File: src/rtl/program_loader.sv
// Byte-stream program loader: receives a length-prefixed, XOR-checksummed frame
// and writes it word by word into program RAM while holding the CPU.
module program_loader #(
   parameter int DEPTH   = 32768,
   parameter int TIMEOUT = 1000000
) (
   input  logic        clk_in,
   input  logic        reset,
   input  logic        start,
   input  logic        rx_valid,
   input  logic [7:0]  rx_data,
   output logic        rx_ready,
   output logic [14:0] ram_address,
   output logic [15:0] ram_data,
   output logic        ram_wren,
   output logic        cpu_hold,
   output logic        done,
   output logic        err,
   output logic [1:0]  err_code
);

   localparam logic [31:0] DEPTH_W = 32'(DEPTH);
   localparam logic [31:0] TMO_W   = 32'(TIMEOUT);
   localparam logic        TMO_EN  = (TIMEOUT != 0);

   localparam logic [1:0] CODE_CSUM = 2'b01;
   localparam logic [1:0] CODE_LEN  = 2'b10;
   localparam logic [1:0] CODE_TMO  = 2'b11;

   typedef enum logic [3:0] {
      S_IDLE,
      S_LEN_LO,
      S_LEN_HI,
      S_DATA_LO,
      S_DATA_HI,
      S_WRITE,
      S_CHECK,
      S_DONE,
      S_ERR
   } state_t;

   state_t      state_q;
   logic [7:0]  lo_q;
   logic [15:0] len_q;
   logic [15:0] idx_q;
   logic [7:0]  csum_q;
   logic [31:0] tmr_q;
   logic [14:0] ram_address_q;
   logic [15:0] ram_data_q;
   logic        ram_wren_q;
   logic        done_q;
   logic        err_q;
   logic [1:0]  err_code_q;

   logic        rx_ready_d;
   logic        accept_d;
   logic [15:0] len_d;
   logic [15:0] idx_d;
   logic [31:0] tmr_d;
   logic        tmo_hit_d;

   always_comb begin
      rx_ready_d = 1'b0;
      case (state_q)
         S_LEN_LO, S_LEN_HI, S_DATA_LO, S_DATA_HI, S_CHECK: rx_ready_d = 1'b1;
         default:                                           rx_ready_d = 1'b0;
      endcase
   end

   assign accept_d  = rx_valid && rx_ready_d;
   assign len_d     = {rx_data, lo_q};
   assign idx_d     = idx_q + 16'd1;
   assign tmr_d     = tmr_q + 32'd1;
   // An accepted byte always wins over an expiring idle counter in the same cycle.
   assign tmo_hit_d = TMO_EN && rx_ready_d && !accept_d && (tmr_d == TMO_W);

   always_ff @(posedge clk_in or posedge reset) begin
      if (reset) begin
         state_q       <= S_IDLE;
         lo_q          <= 8'd0;
         len_q         <= 16'd0;
         idx_q         <= 16'd0;
         csum_q        <= 8'd0;
         tmr_q         <= 32'd0;
         ram_address_q <= 15'd0;
         ram_data_q    <= 16'd0;
         ram_wren_q    <= 1'b0;
         done_q        <= 1'b0;
         err_q         <= 1'b0;
         err_code_q    <= 2'b00;
      end else begin
         if (rx_ready_d) begin
            tmr_q <= accept_d ? 32'd0 : tmr_d;
         end
         // The checksum byte itself is consumed in CHECK and never folded in.
         if (accept_d && state_q != S_CHECK) begin
            csum_q <= csum_q ^ rx_data;
         end

         case (state_q)
            S_IDLE, S_DONE, S_ERR: begin
               if (start) begin
                  state_q    <= S_LEN_LO;
                  done_q     <= 1'b0;
                  err_q      <= 1'b0;
                  err_code_q <= 2'b00;
                  idx_q      <= 16'd0;
                  csum_q     <= 8'd0;
                  tmr_q      <= 32'd0;
               end
            end
            S_LEN_LO: begin
               if (accept_d) begin
                  lo_q    <= rx_data;
                  state_q <= S_LEN_HI;
               end
            end
            S_LEN_HI: begin
               if (accept_d) begin
                  len_q <= len_d;
                  if ({16'd0, len_d} > DEPTH_W) begin
                     state_q    <= S_ERR;
                     err_q      <= 1'b1;
                     err_code_q <= CODE_LEN;
                  end else if (len_d == 16'd0) begin
                     state_q <= S_CHECK;
                  end else begin
                     state_q <= S_DATA_LO;
                  end
               end
            end
            S_DATA_LO: begin
               if (accept_d) begin
                  lo_q    <= rx_data;
                  state_q <= S_DATA_HI;
               end
            end
            S_DATA_HI: begin
               if (accept_d) begin
                  ram_wren_q    <= 1'b1;
                  ram_address_q <= idx_q[14:0];
                  ram_data_q    <= {rx_data, lo_q};
                  state_q       <= S_WRITE;
               end
            end
            S_WRITE: begin
               ram_wren_q <= 1'b0;
               idx_q      <= idx_d;
               state_q    <= (idx_d == len_q) ? S_CHECK : S_DATA_LO;
            end
            S_CHECK: begin
               if (accept_d) begin
                  if (rx_data == csum_q) begin
                     state_q <= S_DONE;
                     done_q  <= 1'b1;
                  end else begin
                     state_q    <= S_ERR;
                     err_q      <= 1'b1;
                     err_code_q <= CODE_CSUM;
                  end
               end
            end
            default: state_q <= S_IDLE;
         endcase

         if (tmo_hit_d) begin
            state_q    <= S_ERR;
            err_q      <= 1'b1;
            err_code_q <= CODE_TMO;
         end
      end
   end

   assign rx_ready    = rx_ready_d;
   assign ram_address = ram_address_q;
   assign ram_data    = ram_data_q;
   assign ram_wren    = ram_wren_q;
   assign cpu_hold    = (state_q != S_DONE);
   assign done        = done_q;
   assign err         = err_q;
   assign err_code    = err_code_q;

endmodule

File: config.mk
export PLATFORM = sky130hd
export DESIGN_NAME = program_loader
export DESIGN_NICKNAME = d
export VERILOG_FILES = /design/src/rtl/program_loader.sv
export SDC_FILE = /design/constraint.sdc
export NUM_CORES = 1
export LEC_CHECK = 0
export BUFFER_PORTS_ARGS = -buffer_cell sky130_fd_sc_hd__buf_2
export CELL_PAD_IN_SITES_DETAIL_PLACEMENT = 0
export CELL_PAD_IN_SITES_GLOBAL_PLACEMENT = 1
export CORE_MARGIN = 2
export CORE_UTILIZATION = 51
export CTS_CLUSTER_DIAMETER = 60
export DETAILED_ROUTE_END_ITERATION = 12
export PLACE_DENSITY_LB_ADDON = 0.1
export SLEW_MARGIN = 20
export SYNTH_ARGS = -nofsm -noshare
export SYNTH_HDL_FRONTEND = slang
export SYNTH_SLANG_ARGS = --single-unit
File: constraint.sdc
create_clock -name clk_in -period 6.69 [get_ports clk_in]
set_input_delay 1.0035 -clock clk_in [delete_from_list [all_inputs] [get_ports clk_in]]
set_output_delay 1.0035 -clock clk_in [all_outputs]
set_load 0.05 [all_outputs]
==> flow_metrics.tcl, run 1 <==
set metrics [dict create \
    synth-edff-count 0 \
    clk_pin_slew_ns 0.06 \
    synth_top_area_share_pct 44.1 \
    skew_ns 0.00757 \
    power_w 0.00315 \
    grt_max_degree 63 \
    cts_hold_buffers 0 \
    reg2reg_depth 8 \
    antenna_left 0 \
    syn_avg_cell_area_um2 9.16 \
    wl_per_cell_um 16.8 \
    drt_pass1_iterations 5 \
    io_pins 50 \
    place.gp.congestion 0.879 \
    synthArstFlopShare_pct 100 \
    cts_buffers 17 \
    grt_pass1_wl_um 27400 \
    yosysTopAreaCell "dfrtp_1" \
    synth_most_common_cell "dfrtp_1" \
    worstPathRequired_ns 5.69 \
    worst_slew_pin_slew_ns 0.852 \
    vias 5522 \
    hpwl_um 10900 \
    port_buffers 49 \
    totalWireLength_um 16100 \
    setup-tns-final_ns 0 \
    die-area_um2 14300 \
    dp.cells 929 \
    ys_top_cells_by_count "120 x dfrtp_1, 99 x nor2_1, 78 x nand2_1" \
    gr-total-overflow 0 \
    ys_ff_latch 120 \
    cts_resized 0 \
    cts_tree "done" \
    drv_cap 0 \
    synth.net_count 757 \
    start_util_pct 51.8 \
    syn_to_final_growth_pct 13.2 \
    clockBufferDepth 2 \
    routed_via_density 5.75 \
    ys_top_cells_by_area "dfrtp_1 44%, mux2_2 9.1%, nor2_1 5.5%" \
    drive_above_1_share_pct 20.7 \
    p_leak_nw 3.31 \
    fin_crit_ns 3.72 \
    setup_slack_ns 2.97 \
    coreArea_um2 13100 \
    dieHeight_um 120 \
    hold_depth 2 \
    nets 786 \
    instances_no_fill 960 \
    outcome "complete, no violations" \
    rsz0062_at_grt "false" \
    root_buffer "clkbuf_16" \
    end_kind "output port" \
    cts_setup_buffers 0 \
    die_x_um 120 \
    critPathLaunchType "flop" \
    slew_headroom_pct 42.8 \
    power_density_nw_per_um2 409 \
    finalSetupViolations 0 \
    yosysUniqueCellTypes 69 \
    grt_pass1_vias 5424 \
    hold_viol 0 \
    postSynthCellCount 743 \
    cts_max_level 4 \
    fin_crit_sh_pct 55.6 \
    critPathArrivalTime_ns 2.72 \
    cts.sinks 120 \
    antenna_found_initial 0 \
    dp_slack_ns 3.28 \
    grt_usage_pct 24.2 \
    synth_top_flop_cell "dfrtp_1" \
    n_antenna_cell 0 \
    critPathMaxFanout 60 \
    drc 0 \
    yosys_warnings 0 \
    clock_latency_ns 0.42 \
    ir_drop_v 0.000329 \
    hold_path_class "flop to flop" \
    fmax_mhz 269 \
    seq_area_frac_synth_pct 44.1 \
    finalMaxSlewViolations 0 \
    critical_path_class "flop to output port" \
    netlist_area_um2 6800 \
    drt_iter0_drc 326 \
    rows 42 \
]
registers in the layout, summed over array words and instances (netlist names):
signal,count
err_code,2
idx_q,16
ram_address,15
done,1
csum_q,8
ram_data,16
err,1
lo_q,8
ram_wren,1
state_q,4
tmr_q,32
len_q,16
cells in the final DEF (no fill, tap or decap), types with 11 or more instances in the layout:
cell type  Yosys  layout
nor4_1        15      14
xnor2_1       15      15
mux2_2        55      55
nand4_1       13      13
mux2i_1       17      17
clkbuf_16      0      17
nor2_1        99      98
nor3_1        28      28
nand2_1       78      78
inv_1         12      11
nand3_1       21      21
xor2_1        23      23
o21ai_0       37      37
buf_2         12      49
dfrtp_1      120     120
a21oi_1       55      55
power breakdown:
part           leakage [nW]  total (W)  switching [W]  internal [W]
Sequential             1.58    0.00113       0.000203      0.000931
Clock                 0.280   0.000878       0.000361      0.000517
Combinational          1.45    0.00114       0.000754      0.000386
critical path, cell delays in order (launching register included):
cell and delay [ns]:
dfrtp_1 0.53, nor3_1 0.77, or3_1 0.20, buf_4 0.48
inv_1 0.07, buf_2 0.23
routing by layer:
layer  vias up  track usage (%)  routed length [µm]  share of wire, %
met5         -                0                   0                 0
met2        89             41.2                8230                51
li1       2719                -                   -                 -
met4         0             8.75                 268               1.7
met1      2695             30.1                7180                44
met3        19             5.70                 469               2.9
stage by stage:
| step | instance area [µm²] | hold WS [ns] | utilization [%] |
|---|---|---|---|
| floorplan | 6800 | 0.496 | - |
| global placement | 7140 | 0.469 | 54.3 |
| detailed placement | 7140 | 0.470 | 54.3 |
| CTS | 7700 | 0.485 | 58.6 |
| global route | 7700 | 0.510 | 58.6 |
| finish | 7700 | 0.482 | 58.6 |
final timing paths:
kind                            start         end  slack, ns
hold / removal                   done        done       0.48
setup reg to reg            tmr_q[13]  state_q[1]       3.80
min in group asynchronous       reset  state_q[3]       0.71
setup / recovery           state_q[1]    rx_ready       2.97
hold reg to reg                  done        done       0.48
max in group asynchronous       reset    ram_wren       4.74
layout make-up:
class                           count  area (µm²)
Inverter                           12        47.5
Clock buffer                       17         425
Clock inverter                     14         136
Multi-Input combinational cell    563        3560
Fill cell                        1175        5430
Timing Repair Buffer               58         313
Sequential cell                   120        3000
Tap cell                          176         220
kinds of logic (layout without fill, tap and decap cells):
family / count (synthesis) / in the layout / share of synthesized area, %
buffers and inverters: 60 / 101 / 3.75
adder cells (fa/ha/maj): 3 / 3 / 0.515
AO/OA/AOI/OAI: 140 / 140 / 12.7
multiplexers: 72 / 72 / 11.6
flip-flops: 120 / 120 / 44.1
XOR/XNOR: 38 / 38 / 4.89
AND/OR/NAND/NOR: 310 / 310 / 22.4
No activity file was read; power rests on OpenSTA's default activity.
==> run 2, diff against run 1 <==
--- a/config.mk
+++ b/config.mk
@@ -9,7 +9,7 @@
 export CELL_PAD_IN_SITES_DETAIL_PLACEMENT = 0
 export CELL_PAD_IN_SITES_GLOBAL_PLACEMENT = 1
 export CORE_MARGIN = 2
-export CORE_UTILIZATION = 51
+export CORE_UTILIZATION = 42
 export CTS_CLUSTER_DIAMETER = 60
 export DETAILED_ROUTE_END_ITERATION = 12
 export PLACE_DENSITY_LB_ADDON = 0.1
==> constraint.sdc (replaced) <==
create_clock -name clk_in -period 3.4 [get_ports clk_in]
set_input_delay 0.51 -clock clk_in [delete_from_list [all_inputs] [get_ports clk_in]]
set_output_delay 0.51 -clock clk_in [all_outputs]
set_load 0.05 [all_outputs]
==> flow_metrics.tcl, run 2 (same netlist as run 1, synthesis figures left out) <==
set metrics [dict create \
    routed_via_density 5.61 \
    p_comb_share_pct 35.7 \
    p_leak_nw 3.35 \
    largest_reg_flops 32 \
    worst_slew_pin_slew_ns 0.955 \
    fin_crit_ns 2.90 \
    grt_pass1_vias 5569 \
    met3_length_um 534 \
    drt_iter0_drc 452 \
    dieHeight_um 131 \
    clk_pin_slew_ns 0.06 \
    cts_tree "done" \
    crit_slowest_cell "or3_2" \
    wl_per_cell_um 17.4 \
    place.gp.congestion 0.825 \
    critPathArrivalTime_ns 2.39 \
    grt_pass1_wl_um 28800 \
    filler_cell_count 1532 \
    hold_viol 0 \
    syn_to_final_growth_pct 15.3 \
    fmax_mhz 345 \
    clock_latency_ns 0.43 \
    gr-total-overflow 0 \
    drc 0 \
    grt_max_degree 41 \
    skew_ns 0.00905 \
    drv_cap 0 \
    end_kind "output port" \
    cts_max_level 4 \
    wl_met1_um 7820 \
    p_seq_share_pct 35.1 \
    cts.sinks 120 \
    io_pins 50 \
    cts_buffers 17 \
    mostFrequentLayoutCells "120 x dfrtp_1, 98 x nor2_1, 78 x nand2_1" \
    start_util_pct 42.8 \
    netSwitchingPower_w 0.00266 \
    hpwl_um 12000 \
    root_buffer "clkbuf_16" \
    finalMaxSlewViolations 0 \
    die-area_um2 17200 \
    crit_path_cell_trace "and2_1, or3_2, inv_1, buf_2" \
    dr_wl_met2_um 8820 \
    ir_drop_v 0.000517 \
    cts_hold_buffers 0 \
    finalSetupViolations 0 \
    cts_setup_buffers 0 \
    die_x_um 131 \
    outcome "complete, no violations" \
    drt_pass1_iterations 7 \
    p_int_w 0.00372 \
    antenna_found_initial 0 \
    grt_usage_pct 20.7 \
    slowest_delay_ns 0.79 \
    setup-tns-final_ns 0 \
    coreArea_um2 15900 \
    final_common_cell "dfrtp_1" \
    vias 5640 \
    port_buffers 49 \
    clockBufferDepth 2 \
    fin_area_um2 7840 \
    power_density_nw_per_um2 813 \
    cts_resized 0 \
    placed_cell_area_um2 7240 \
    critPathLaunchType "flop" \
    nets 791 \
    regMostFlops "tmr_q" \
    slew_headroom_pct 36.2 \
    hold_path_class "input port to asynchronous set/reset pin" \
    rows 46 \
    routed.top_layer "met4" \
    worstPathRequired_ns 2.89 \
    drive_above_1_share_pct 21.3 \
    antenna_left 0 \
    fin_crit_sh_pct 85.4 \
    critical_path_class "flop to output port" \
    switching_share_pct 41.8 \
    n_antenna_cell 0 \
    critPathMaxFanout 34 \
    clockPowerShare_pct 29.2 \
    rsz0062_at_grt "false" \
    totalWireLength_um 17500 \
]
-- run 2: path summary, 6_finish.rpt --
kind / startpoint / slack (ns) / cells past startpoint / end
setup / recovery: state_q[2] / 0.50 / 4 / rx_ready
hold / removal: reset / 0.29 / 2 / ram_data[14]
setup reg to reg: tmr_q[13] / 0.57 / 8 / state_q[1]
hold reg to reg: ram_address[7] / 0.50 / 1 / ram_address[7]
max in group asynchronous: reset / 2.21 / 3 / idx_q[11]
min in group clk_in: rx_data[2] / 0.44 / 2 / ram_data[10]
-- run 2: area by class of cell --
class / count / area, µm² / share of cell area (%)
clock buffers: 17 / 425 / 5.42
clock inverters: 15 / 178 / 2.27
inverters: 12 / 48.8 / 0.622
multi-input cells: 563 / 3560 / 45.3
flip-flops and latches: 120 / 3000 / 38.3
well taps: 216 / 270 / 3.45
repair buffers: 63 / 363 / 4.63
-- run 2: routing by layer --
metal	vias to the layer above	track usage, %
met2	118	35.7
met5	-	0
li1	2734	-
met1	2760	25.8
met4	0	7.31
met3	28	4.32
-- run 2: through the flow --
stage / cells / setup WS [ns] / util, % / total power [W] / hold WS (ns)
final: 1006 / 0.498 / 49.4 / 0.00638 / 0.290
after global placement: 974 / 0.684 / 45.6 / 0.00450 / 0.470
after detailed placement: 974 / 0.595 / 45.6 / 0.00456 / 0.491
after CTS: 1006 / 0.497 / 49.4 / 0.00644 / 0.319
after global routing: 1006 / 0.303 / 49.4 / 0.00673 / 0.363
after floorplan: 743 / 0.803 / - / 0.00394 / 0.496
-- run 2: power by group through the flow --
stage,sequential (W),clock [W],combinational (W)
6_report,0.00224,0.00186,0.00228
5_1_grt,0.00230,0.00196,0.00247
4_1_cts,0.00225,0.00190,0.00230
3_5_place_dp,0.00227,0,0.00229
3_3_place_gp,0.00225,0,0.00225
2_1_floorplan,0.00269,0,0.00125
-- run 2: critical path, delay by kind of cell, from the launching register on --
| kind | cells | cell delay, ns |
|---|---|---|
| buffers and inverters | 2 | 0.39 |
| DFF | 1 | 0.52 |
| and+or+nand+nor | 2 | 1.07 |
